### config.mk
export PLATFORM = sky130hd
export DESIGN_NAME = branch_fwd_hazard_unit_flat
export DESIGN_NICKNAME = d
export VERILOG_FILES = /design/src/rtl/branch_fwd_hazard_unit_pkg.sv /design/src/rtl/branch_fwd_hazard_unit_if.sv /design/src/rtl/branch_fwd_hazard_unit_src_check.sv /design/src/rtl/branch_fwd_hazard_unit.sv /design/src/flat_wrapper.sv
export SDC_FILE = /design/constraint.sdc
export NUM_CORES = 1
export LEC_CHECK = 0
export ABC_AREA = 1
export ABC_CLOCK_PERIOD_IN_PS = 4940
export CORE_MARGIN = 2
export CORE_UTILIZATION = 44
export DETAILED_ROUTE_END_ITERATION = 8
export HOLD_SLACK_MARGIN = 0.1
export MAX_ROUTING_LAYER = met4
export PLACE_DENSITY = 0.83
export SLEW_MARGIN = 20
export SYNTH_ARGS = -nofsm -noshare
export SYNTH_HDL_FRONTEND = slang
export SYNTH_SLANG_ARGS = --single-unit
export TNS_END_PERCENT = 5
### constraint.sdc
create_clock -name clock -period 4.94 [get_ports clock]
set_clock_uncertainty 0.1 [all_clocks]
set_input_delay 0.988 -clock clock [delete_from_list [all_inputs] [get_ports clock]]
set_output_delay 0.988 -clock clock [all_outputs]
set_load 0.03 [all_outputs]
### src/rtl/branch_fwd_hazard_unit_pkg.sv
// Shared constants for the branch forwarding / hazard unit.
// Latency: n/a (constants and types only).
// Backpressure: n/a.
package bfu_pkg;

    // Operand source select for the ID-stage branch comparator muxes.
    localparam logic [1:0] FWD_RF    = 2'b00;
    localparam logic [1:0] FWD_MEMWB = 2'b01;
    localparam logic [1:0] FWD_EXMEM = 2'b10;

    // Stall FSM state encoding.
    localparam logic [0:0] ST_IDLE = 1'b0;
    localparam logic [0:0] ST_HOLD = 1'b1;

    // Number of stall cycles a single source needs before it is forwardable.
    localparam logic [1:0] NEED_NONE = 2'd0;
    localparam logic [1:0] NEED_ONE  = 2'd1;
    localparam logic [1:0] NEED_TWO  = 2'd2;

endpackage

### src/rtl/branch_fwd_hazard_unit_if.sv
// Bundle between the ID stage and the branch forwarding / hazard unit.
// Latency: n/a (wires only).
// Backpressure: stall is the only flow-control signal; it holds PC and IF/ID.
// Ports: id_branch/id_src/flush and the three producer stages in; fwd_sel, stall,
// busy out. With BFU_STATS_EN defined, stat_stalls and stat_fwds are added.
interface branch_fwd_hazard_unit_if #(
    parameter int REG_AW  = 5,
    parameter int NUM_SRC = 2
);
    logic                       id_branch;
    logic [NUM_SRC*REG_AW-1:0]  id_src;
    logic                       flush;
    logic                       idex_wr;
    logic [REG_AW-1:0]          idex_rd;
    logic                       idex_load;
    logic                       exmem_wr;
    logic [REG_AW-1:0]          exmem_rd;
    logic                       exmem_load;
    logic                       memwb_wr;
    logic [REG_AW-1:0]          memwb_rd;
    logic [NUM_SRC*2-1:0]       fwd_sel;
    logic                       stall;
    logic                       busy;
`ifdef BFU_STATS_EN
    logic [31:0]                stat_stalls;
    logic [31:0]                stat_fwds;
`endif

    // Pipeline side: drives ID/producer state, consumes select and stall.
    modport master (
        output id_branch, id_src, flush,
        output idex_wr, idex_rd, idex_load,
        output exmem_wr, exmem_rd, exmem_load,
        output memwb_wr, memwb_rd,
        input  fwd_sel, stall, busy
`ifdef BFU_STATS_EN
        , input stat_stalls, stat_fwds
`endif
    );

    // Hazard unit side.
    modport slave (
        input  id_branch, id_src, flush,
        input  idex_wr, idex_rd, idex_load,
        input  exmem_wr, exmem_rd, exmem_load,
        input  memwb_wr, memwb_rd,
        output fwd_sel, stall, busy
`ifdef BFU_STATS_EN
        , output stat_stalls, stat_fwds
`endif
    );

endinterface

### src/rtl/branch_fwd_hazard_unit_src_check.sv
// Per-source producer match, forward select and stall-need for one branch operand.
// Latency: purely combinational.
// Backpressure: none; need feeds the stall FSM in the top level.
// Ports: src index plus the three producer stages in; sel (mux select) and need out.
module bfu_src_check
    import bfu_pkg::*;
#(
    parameter int REG_AW = 5
) (
    input  logic [REG_AW-1:0] src,
    input  logic              idex_wr,
    input  logic [REG_AW-1:0] idex_rd,
    input  logic              idex_load,
    input  logic              exmem_wr,
    input  logic [REG_AW-1:0] exmem_rd,
    input  logic              exmem_load,
    input  logic              memwb_wr,
    input  logic [REG_AW-1:0] memwb_rd,
    output logic [1:0]        sel,
    output logic [1:0]        need
);

    // A nonzero rd equal to src also implies src is nonzero, so the zero
    // register can never match.
    logic m_idex, m_exmem, m_memwb;

    assign m_idex  = idex_wr  && (idex_rd  != '0) && (idex_rd  == src);
    assign m_exmem = exmem_wr && (exmem_rd != '0) && (exmem_rd == src);
    assign m_memwb = memwb_wr && (memwb_rd != '0) && (memwb_rd == src);

    // A load in EX/MEM has no data yet, so it falls through to MEM/WB (which
    // is then an older, stale write) and the need logic stalls instead.
    always_comb begin
        sel = FWD_RF;
        if (m_exmem && !exmem_load) begin
            sel = FWD_EXMEM;
        end else if (m_memwb) begin
            sel = FWD_MEMWB;
        end
    end

    always_comb begin
        need = NEED_NONE;
        if (m_idex) begin
            need = idex_load ? NEED_TWO : NEED_ONE;
        end else if (m_exmem && exmem_load) begin
            need = NEED_ONE;
        end
    end

endmodule

### src/rtl/branch_fwd_hazard_unit.sv
// ID-stage branch operand forwarding plus a registered stall FSM for the MIPS pipeline.
// Latency: fwd_sel/stall combinational from inputs; busy registered (HOLD state).
// Backpressure: stall holds PC and IF/ID and bubbles ID/EX; flush overrides it at once.
// Ports: clock, reset (async, active-high) and bus (slave modport of the interface).
// Optional macro BFU_STATS_EN adds stat_stalls / stat_fwds cycle counters.
module branch_fwd_hazard_unit
    import bfu_pkg::*;
#(
    parameter int REG_AW  = 5,
    parameter int NUM_SRC = 2,
    parameter int CNT_W   = 2
) (
    input  logic                      clock,
    input  logic                      reset,
    branch_fwd_hazard_unit_if.slave   bus
);

    logic [NUM_SRC*2-1:0] sel_raw;
    logic [1:0]           src_need [NUM_SRC];
    logic [1:0]           need;
    logic [1:0]           need_m1;
    logic [0:0]           state;
    logic [CNT_W-1:0]     cnt;
    logic                 stall;

    for (genvar g = 0; g < NUM_SRC; g++) begin : g_src
        bfu_src_check #(
            .REG_AW (REG_AW)
        ) u_chk (
            .src        (bus.id_src[g*REG_AW +: REG_AW]),
            .idex_wr    (bus.idex_wr),
            .idex_rd    (bus.idex_rd),
            .idex_load  (bus.idex_load),
            .exmem_wr   (bus.exmem_wr),
            .exmem_rd   (bus.exmem_rd),
            .exmem_load (bus.exmem_load),
            .memwb_wr   (bus.memwb_wr),
            .memwb_rd   (bus.memwb_rd),
            .sel        (sel_raw[g*2 +: 2]),
            .need       (src_need[g])
        );
    end

    // Worst-case need over all sources; only a live branch can stall.
    always_comb begin
        need = NEED_NONE;
        if (bus.id_branch) begin
            for (int i = 0; i < NUM_SRC; i++) begin
                if (src_need[i] > need) begin
                    need = src_need[i];
                end
            end
        end
    end

    assign need_m1 = need - 2'd1;

    always_comb begin
        stall = 1'b0;
        if (bus.flush) begin
            stall = 1'b0;
        end else if (state == ST_HOLD) begin
            stall = 1'b1;
        end else begin
            stall = (need != NEED_NONE);
        end
    end

    // IDLE covers the first stall cycle itself; HOLD only counts the remainder.
    // Leaving HOLD always goes through IDLE so the hazard is re-evaluated,
    // e.g. a load that has only reached EX/MEM.
    always_ff @(posedge clock or posedge reset) begin
        if (reset) begin
            state <= ST_IDLE;
            cnt   <= '0;
        end else if (bus.flush) begin
            state <= ST_IDLE;
            cnt   <= '0;
        end else begin
            case (state)
                ST_IDLE: begin
                    if (need != NEED_NONE) begin
                        cnt <= CNT_W'(need_m1);
                        if (need_m1 != 2'd0) begin
                            state <= ST_HOLD;
                        end
                    end
                end
                ST_HOLD: begin
                    if (cnt <= CNT_W'(1)) begin
                        state <= ST_IDLE;
                        cnt   <= '0;
                    end else begin
                        cnt <= cnt - CNT_W'(1);
                    end
                end
                default: begin
                    state <= ST_IDLE;
                    cnt   <= '0;
                end
            endcase
        end
    end

    assign bus.fwd_sel = bus.id_branch ? sel_raw : '0;
    assign bus.stall   = stall;
    assign bus.busy    = (state == ST_HOLD);

`ifdef BFU_STATS_EN
    logic [31:0] stat_stalls_q;
    logic [31:0] stat_fwds_q;

    always_ff @(posedge clock or posedge reset) begin
        if (reset) begin
            stat_stalls_q <= '0;
            stat_fwds_q   <= '0;
        end else begin
            if (stall) begin
                stat_stalls_q <= stat_stalls_q + 32'd1;
            end
            if (bus.id_branch && !stall && (bus.fwd_sel != '0)) begin
                stat_fwds_q <= stat_fwds_q + 32'd1;
            end
        end
    end

    assign bus.stat_stalls = stat_stalls_q;
    assign bus.stat_fwds   = stat_fwds_q;
`endif

endmodule

### src/flat_wrapper.sv
// flat-port wrapper written by rule: the top's interface ports become plain ports
module branch_fwd_hazard_unit_flat import bfu_pkg::*;
#(
    parameter int REG_AW  = 5,
    parameter int NUM_SRC = 2,
    parameter int CNT_W   = 2
)
  (clock, reset, bus_id_branch, bus_id_src, bus_flush, bus_idex_wr, bus_idex_rd, bus_idex_load, bus_exmem_wr, bus_exmem_rd, bus_exmem_load, bus_memwb_wr, bus_memwb_rd, bus_fwd_sel, bus_stall, bus_busy);
  branch_fwd_hazard_unit_if #(.REG_AW(REG_AW), .NUM_SRC(NUM_SRC)) bus_i ();
  input  logic clock;
  input  logic reset;
  input wire logic [$bits(bus_i.id_branch)-1:0] bus_id_branch;
  input wire logic [$bits(bus_i.id_src)-1:0] bus_id_src;
  input wire logic [$bits(bus_i.flush)-1:0] bus_flush;
  input wire logic [$bits(bus_i.idex_wr)-1:0] bus_idex_wr;
  input wire logic [$bits(bus_i.idex_rd)-1:0] bus_idex_rd;
  input wire logic [$bits(bus_i.idex_load)-1:0] bus_idex_load;
  input wire logic [$bits(bus_i.exmem_wr)-1:0] bus_exmem_wr;
  input wire logic [$bits(bus_i.exmem_rd)-1:0] bus_exmem_rd;
  input wire logic [$bits(bus_i.exmem_load)-1:0] bus_exmem_load;
  input wire logic [$bits(bus_i.memwb_wr)-1:0] bus_memwb_wr;
  input wire logic [$bits(bus_i.memwb_rd)-1:0] bus_memwb_rd;
  output wire logic [$bits(bus_i.fwd_sel)-1:0] bus_fwd_sel;
  output wire logic [$bits(bus_i.stall)-1:0] bus_stall;
  output wire logic [$bits(bus_i.busy)-1:0] bus_busy;
  assign bus_i.id_branch = bus_id_branch;
  assign bus_i.id_src = bus_id_src;
  assign bus_i.flush = bus_flush;
  assign bus_i.idex_wr = bus_idex_wr;
  assign bus_i.idex_rd = bus_idex_rd;
  assign bus_i.idex_load = bus_idex_load;
  assign bus_i.exmem_wr = bus_exmem_wr;
  assign bus_i.exmem_rd = bus_exmem_rd;
  assign bus_i.exmem_load = bus_exmem_load;
  assign bus_i.memwb_wr = bus_memwb_wr;
  assign bus_i.memwb_rd = bus_memwb_rd;
  assign bus_fwd_sel = bus_i.fwd_sel;
  assign bus_stall = bus_i.stall;
  assign bus_busy = bus_i.busy;
  branch_fwd_hazard_unit #(.REG_AW(REG_AW), .NUM_SRC(NUM_SRC), .CNT_W(CNT_W)) u_core (.clock(clock), .reset(reset), .bus(bus_i));
endmodule
=== Yosys cells after proc, flatten, opt, wreduce, memory -nomap -nowiden ===
Index checks and enable logic that the tools add are counted.
Widths: inputs -> output; s select.

* Order comparisons: 3
* Reduce and logical (&&, ||, !) cells: 19
* Add/subtract/negate cells: 2
* Mux-type cells: 25
* Equality and inequality tests: 7
* Bitwise operators: 1

{| class="wikitable"
|+ Operator list
! cell !! count
|-
| $eq 5x5->1 || 6
|-
| $mux 2 || 12
|-
| $reduce_bool 5->1 || 3
|-
| $logic_and 1x1->1 || 13
|-
| $mux 1 || 10
|-
| $mux 4 || 1
|-
| $pmux 2 s2 || 1
|-
| $reduce_bool 2->1 || 2
|-
| $sub 2x1->2 const B || 2
|-
| $ne 3x2->1 const B || 1
|-
| $gt 2x1->1 const B || 1
|-
| $gt 2x2->1 || 1
|-
| $le 2x1->1 const B || 1
|-
| $pmux 1 s2 || 1
|-
| $logic_not 1->1 || 1
|-
| $not 1->1 || 1
|}

* Output and inout port bits: 6
* Logic and storage cells: 59
* Bits in registers: 3

=== Longest topological paths before layout ===
* Depth in word-level cells: 18
* Depth in mapped cells: 22

=== Hierarchy ===
Synthesis repeated with hierarchy kept, for this count alone.

* Cell total of the unflattened synthesis: 199
* Area total of the unflattened synthesis: 1003.5 sq um

{| class="wikitable"
|+ By module, submodules not included
! module !! instances !! cells each !! area an instance (sq um)
|-
| bfu_src_check || 2 || 76 || 345.3
|-
| branch_fwd_hazard_unit || 1 || 47 || 312.8
|}

=== Worst setup path after synthesis ===
OpenSTA, ideal clock, no wires.

* Kind: input to output
* Start point: input port bus_idex_rd[0]
* End point: output port bus_stall
* Data required time: 3.852 ns
* Data arrival time: 3.077 ns
* Setup slack: 0.775 ns
* Stages on the path: 13
* Path through: xnor2_1 -> nand2_1 -> nor2_1 -> nand4_1 -> nand2_1 -> inv_1 -> ha_1 -> a22oi_4 -> inv_1 -> nand2_1 -> nand3_1 -> ha_1 -> a21oi_1

* Longest elaborated chain between the ends: 13

{| class="wikitable"
|+ RTL lines
! what !! line !! source
|-
| from (decl) || flat_wrapper.sv:16 || <nowiki>input wire logic [$bits(bus_i.idex_rd)-1:0] bus_idex_rd;</nowiki>
|-
| $reduce_bool 5->1 || branch_fwd_hazard_unit_src_check.sv:27 || <nowiki>assign m_idex = idex_wr && (idex_rd != '0) && (idex_rd == src);</nowiki>
|-
| $logic_and 1x1->1 (2 in a row) || branch_fwd_hazard_unit_src_check.sv:27 ||
|-
| $mux 2 || branch_fwd_hazard_unit_src_check.sv:44 || <nowiki>if (m_idex) begin</nowiki>
|-
| $gt 2x1->1 || branch_fwd_hazard_unit.sv:49 || <nowiki>if (src_need[i] > need) begin</nowiki>
|-
| $mux 2 || branch_fwd_hazard_unit.sv:49 ||
|-
| $mux 2 || branch_fwd_hazard_unit.sv:47 || <nowiki>if (bus.id_branch) begin</nowiki>
|-
| $gt 2x2->1 || branch_fwd_hazard_unit.sv:49 ||
|-
| $mux 2 (*) || branch_fwd_hazard_unit.sv:49 ||
|-
| $mux 2 (*) || branch_fwd_hazard_unit.sv:47 ||
|-
| $reduce_bool 2->1 (*) || branch_fwd_hazard_unit.sv:65 || <nowiki>stall = (need != NEED_NONE);</nowiki>
|-
| $mux 1 (*) || branch_fwd_hazard_unit.sv:62 || <nowiki>end else if (state == ST_HOLD) begin</nowiki>
|-
| $mux 1 (*) || branch_fwd_hazard_unit.sv:60 || <nowiki>if (bus.flush) begin</nowiki>
|-
| to (decl) || flat_wrapper.sv:24 || <nowiki>output wire logic [$bits(bus_i.stall)-1:0] bus_stall;</nowiki>
|}

Mark *: on every way between the ends. The rest lies on a longest branch, timed or not. The select of a mux whose other input is x is not followed.

=== Worst setup path after layout ===
* Start point: input port bus_id_src[0]
* End point: output port bus_stall

* Longest elaborated chain between the ends: 14

{| class="wikitable"
|+ RTL lines
! what !! line !! source
|-
| from (decl) || flat_wrapper.sv:13 || <nowiki>input wire logic [$bits(bus_i.id_src)-1:0] bus_id_src;</nowiki>
|-
| $eq 5x5->1 || branch_fwd_hazard_unit_src_check.sv:28 || <nowiki>assign m_exmem = exmem_wr && (exmem_rd != '0) && (exmem_rd == src);</nowiki>
|-
| $logic_and 1x1->1 || branch_fwd_hazard_unit_src_check.sv:28 ||
|-
| $logic_and 1x1->1 || branch_fwd_hazard_unit_src_check.sv:46 || <nowiki>end else if (m_exmem && exmem_load) begin</nowiki>
|-
| $mux 1 || branch_fwd_hazard_unit_src_check.sv:46 ||
|-
| $mux 2 (*) || branch_fwd_hazard_unit_src_check.sv:44 ||
|-
| $gt 2x1->1 || branch_fwd_hazard_unit.sv:49 ||
|-
| $mux 2 (*) || branch_fwd_hazard_unit.sv:49 ||
|-
| $mux 2 (*) || branch_fwd_hazard_unit.sv:47 ||
|-
| $gt 2x2->1 || branch_fwd_hazard_unit.sv:49 ||
|-
| $mux 2 (*) || branch_fwd_hazard_unit.sv:49 ||
|-
| $mux 2 (*) || branch_fwd_hazard_unit.sv:47 ||
|-
| $reduce_bool 2->1 (*) || branch_fwd_hazard_unit.sv:65 ||
|-
| $mux 1 (*) || branch_fwd_hazard_unit.sv:62 ||
|-
| $mux 1 (*) || branch_fwd_hazard_unit.sv:60 ||
|}

Marked as above.

==> load_flow_metrics.sql <==
INSERT INTO impl_metrics (metric_group, metric, value, unit) VALUES
('outcome', 'run_status', 'finished, final reports clean', ''),
('synthesis', 'postSynthNetCount', '177', ''),
('critical_path', 'setup.worst_path.class', 'in -> out', ''),
('critical_path', 'start_kind', 'input port', ''),
('synthesis', 'async_flop_share', '100', '%'),
('critical_path', 'worst_setup_path_end_kind', 'output port', ''),
('floorplanning', 'core-area', '1760', 'µm²'),
('min_path', 'min_path_type', 'reg -> reg', ''),
('synthesis', 'synth.top_cells.by_area', 'sky130_fd_sc_hd__nand2_1 16%, sky130_fd_sc_hd__xor2_1 15%, sky130_fd_sc_hd__inv_1 9.9%', ''),
('synthesis', 'netlist_instances', '138', ''),
('synthesis', 'post_synth_edffs', '0', ''),
('placed_design', 'detailedPlacementHpwl', '2010', 'µm'),
('floorplanning', 'die-width', '47.6', 'µm'),
('critical_path', 'reg2reg_setup_slack', '3770', 'ps'),
('timing', 'timing.max_slew.rel_slack', '73.3', '%'),
('clocking', 'cts.clk_slew.worst_paths', '40', 'ps'),
('placed_design', 'dpl_worst_slack', '203', 'ps'),
('floorplanning', 'dieArea', '2260', 'µm²'),
('route', 'drc_violation_count_after_routing', '0', ''),
('timing', 'totalNegativeSetupSlack', '0', 'ps'),
('clocking', 'cts_tree', 'done', ''),
('clocking', 'clock-root-buffer', 'sky130_fd_sc_hd__clkbuf_4', ''),
('route', 'drt_pre_antenna_iters', '4', ''),
('route', 'first_iter_violations', '23', ''),
('critical_path', 'r2r_start', 'u_core.bus.busy$_DFF_PP0_', ''),
('clocking', 'cts_buffer_depth', '2', ''),
('timing', 'max_slew_violation_count', '0', ''),
('critical_path', 'worstRegToRegCells', '6', ''),
('power_and_ir_drop', 'leakage_power', '0.000628', 'µW'),
('grt', 'via_count_of_the_first_global_routing_pass', '907', ''),
('grt', 'maximum_number_of_pins_on_one_net_before_global_route_repair', '7', ''),
('clocking', 'tritoncts.num_buffers', '3', ''),
('route', 'dr_total_vias', '1037', ''),
('final_layout', 'fin_nets', '221', ''),
('grt', 'grt.total_usage', '23.5', '%'),
('grt', 'grt-ovfl-total', '0', ''),
('synthesis', 'synthesis.area', '836', 'µm²'),
('timing', 'part_of_the_cycle_the_worst_path_needs', '94.2', '%'),
('critical_path', 'worst-path-max-fanout', '4', ''),
('grt', 'top_usage_layer', 'met2', ''),
('route', 'wirelength', '2250', 'µm'),
('clocking', 'worst_skew_pair.late_latency', '240', 'ps'),
('final_layout', 'final_antenna_diode_count', '0', ''),
('grt', 'groute.layer.met3.usage', '4.53', '%'),
('grt', 'grt_first_pass_wirelength', '3620', 'µm'),
('final_layout', 'final_common_cell', 'sky130_fd_sc_hd__clkdlybuf4s50_1', ''),
('timing', 'maxClockFrequency', '0.215', 'GHz'),
('synthesis', 'post-synth-top-area-fraction', '16.2', '%'),
('floorplanning', 'die_h', '47.6', 'µm'),
('grt', 'gr-usage-met1', '29.1', '%'),
('min_path', 'min_from', 'u_core.cnt[0]$_DFFE_PP0P_', ''),
('timing', 'final_critical_path_setup_slack', '287', 'ps'),
('critical_path', 'timing.critical_path.required', '3850', 'ps'),
('critical_path', 'worstPathArrival', '3570', 'ps'),
('grt', 'initial_antenna_violation_count', '0', ''),
('synthesis', 'synth.ff_latch_count', '3', ''),
('synthesis', 'synthDominantAreaCellType', 'sky130_fd_sc_hd__nand2_1', ''),
('power_and_ir_drop', 'power-per-cell-area', '128', 'nW/µm²'),
('final_layout', 'layout-drive-gt1-share', '9.39', '%'),
('clocking', 'htree_levels', '1', ''),
('clocking', 'clock_sink_count', '3', ''),
('synthesis', 'synthDistinctLibCells', '25', ''),
('critical_path', 'rr_endpoint', 'u_core.cnt[0]$_DFFE_PP0P_', ''),
('floorplanning', 'placement_rows', '15', ''),
('route', 'antenna_violating_nets_post_route', '0', ''),
('synthesis', 'yosysSeqAreaShare', '8.98', '%'),
('final_layout', 'layout_common_cells', '38 x sky130_fd_sc_hd__clkdlybuf4s50_1, 36 x sky130_fd_sc_hd__nand2_1, 22 x sky130_fd_sc_hd__inv_1, 14 x sky130_fd_sc_hd__xor2_1, 14 x sky130_fd_sc_hd__nor2_1', ''),
('synthesis', 'yosysWarningCount', '0', ''),
('floorplanning', 'top_level_ports', '40', ''),
('timing', 'final-hold-violation-count', '0', ''),
('grt', 'use_met2', '39.5', '%');
-- where the power goes --
group / switching (µW) / internal (µW) / total, µW
Combinational: 43.6 / 45.9 / 89.4
Sequential: 2.27 / 27.1 / 29.3
Clock: 14.7 / 30.4 / 45.1
-- cell families (layout without fill, tap and decap cells) --
| family | Yosys count | in the layout | share of synthesized area, % |
|---|---|---|---|
| AO/OA/AOI/OAI | 13 | 13 | 11.8 |
| XOR/XNOR | 21 | 21 | 22.0 |
| adder cells (fa/ha/maj) | 5 | 5 | 7.49 |
| buffers and inverters | 24 | 67 | 11.1 |
| flip-flops | 3 | 3 | 8.98 |
| AND/OR/NAND/NOR | 72 | 72 | 38.6 |
-- layout make-up --
cell class	count	area [µm²]
sequential	3	75.1
multi-input combinational	111	672
inverter	24	92.6
tap	25	31.3
fill	171	479
clock buffer	4	26.3
timing repair buffer	39	388
-- stage by stage --
step           total power (µW)  util [%]  hold WS, ps  instance area (µm²)  cells
3_3_place_gp                116      71.1          415                 1250    202
2_1_floorplan              72.5         -          371                  836    138
3_5_place_dp                118      71.1          418                 1250    202
6_report                    164      72.8          439                 1280    206
4_1_cts                     164      72.6          429                 1280    206
5_1_grt                     176      72.8          481                 1280    206
-- critical path, cell delays in order --
cell and delay, ps:
sky130_fd_sc_hd__clkdlybuf4s50_1 560, sky130_fd_sc_hd__xnor2_1 140, sky130_fd_sc_hd__nand2_1 70, sky130_fd_sc_hd__nor2_1 130
sky130_fd_sc_hd__nand4_1 150, sky130_fd_sc_hd__nand2_1 120, sky130_fd_sc_hd__inv_1 50, sky130_fd_sc_hd__ha_1 300
sky130_fd_sc_hd__a22oi_4 210, sky130_fd_sc_hd__inv_1 50, sky130_fd_sc_hd__nand2_1 80, sky130_fd_sc_hd__nand3_1 90
sky130_fd_sc_hd__ha_1 240, sky130_fd_sc_hd__a21oi_2 200, sky130_fd_sc_hd__buf_4 190
-- metal layers --
layer	share of wire, %	up-vias
met2	48	35
met5	0	-
met4	0.75	0
met3	5.1	3
met1	46	474
li1	-	525
-- synth_stat cells (3+ instances only) --
| library cell | number |
|---|---|
| sky130_fd_sc_hd__dfrtp_1 | 3 |
| sky130_fd_sc_hd__xnor2_1 | 7 |
| sky130_fd_sc_hd__nand3_1 | 7 |
| sky130_fd_sc_hd__ha_1 | 5 |
| sky130_fd_sc_hd__nand4_1 | 5 |
| sky130_fd_sc_hd__inv_1 | 22 |
| sky130_fd_sc_hd__nor2_2 | 3 |
| sky130_fd_sc_hd__nand2_2 | 3 |
| sky130_fd_sc_hd__a21oi_1 | 6 |
| sky130_fd_sc_hd__nand2_1 | 36 |
| sky130_fd_sc_hd__nor2_1 | 14 |
| sky130_fd_sc_hd__xor2_1 | 14 |
-- sequential cells by signal, indices dropped and copies added (netlist names) --
register         count
u_core.bus.busy      1
u_core.cnt           2
-- worst max-delay path by stage --
stage                    from        end  slack [ps]  cells after the start
3_5_place_dp    bus_id_src[0]  bus_stall         200                     15
4_1_cts         bus_id_src[0]  bus_stall         210                     15
5_1_grt         bus_id_src[0]  bus_stall          20                     15
6_report        bus_id_src[0]  bus_stall         290                     15
2_1_floorplan  bus_idex_rd[0]  bus_stall         770                     13
3_3_place_gp    bus_id_src[0]  bus_stall         260                     15
-- repair_timing --
| action | in CTS | in global routing |
|---|---|---|
| setup buffers | 0 | 0 |
| endpoints found under the setup margin | 0 | 1 |
| gates resized for setup | 0 | 1 |
Power figures use the tool's default switching activity.
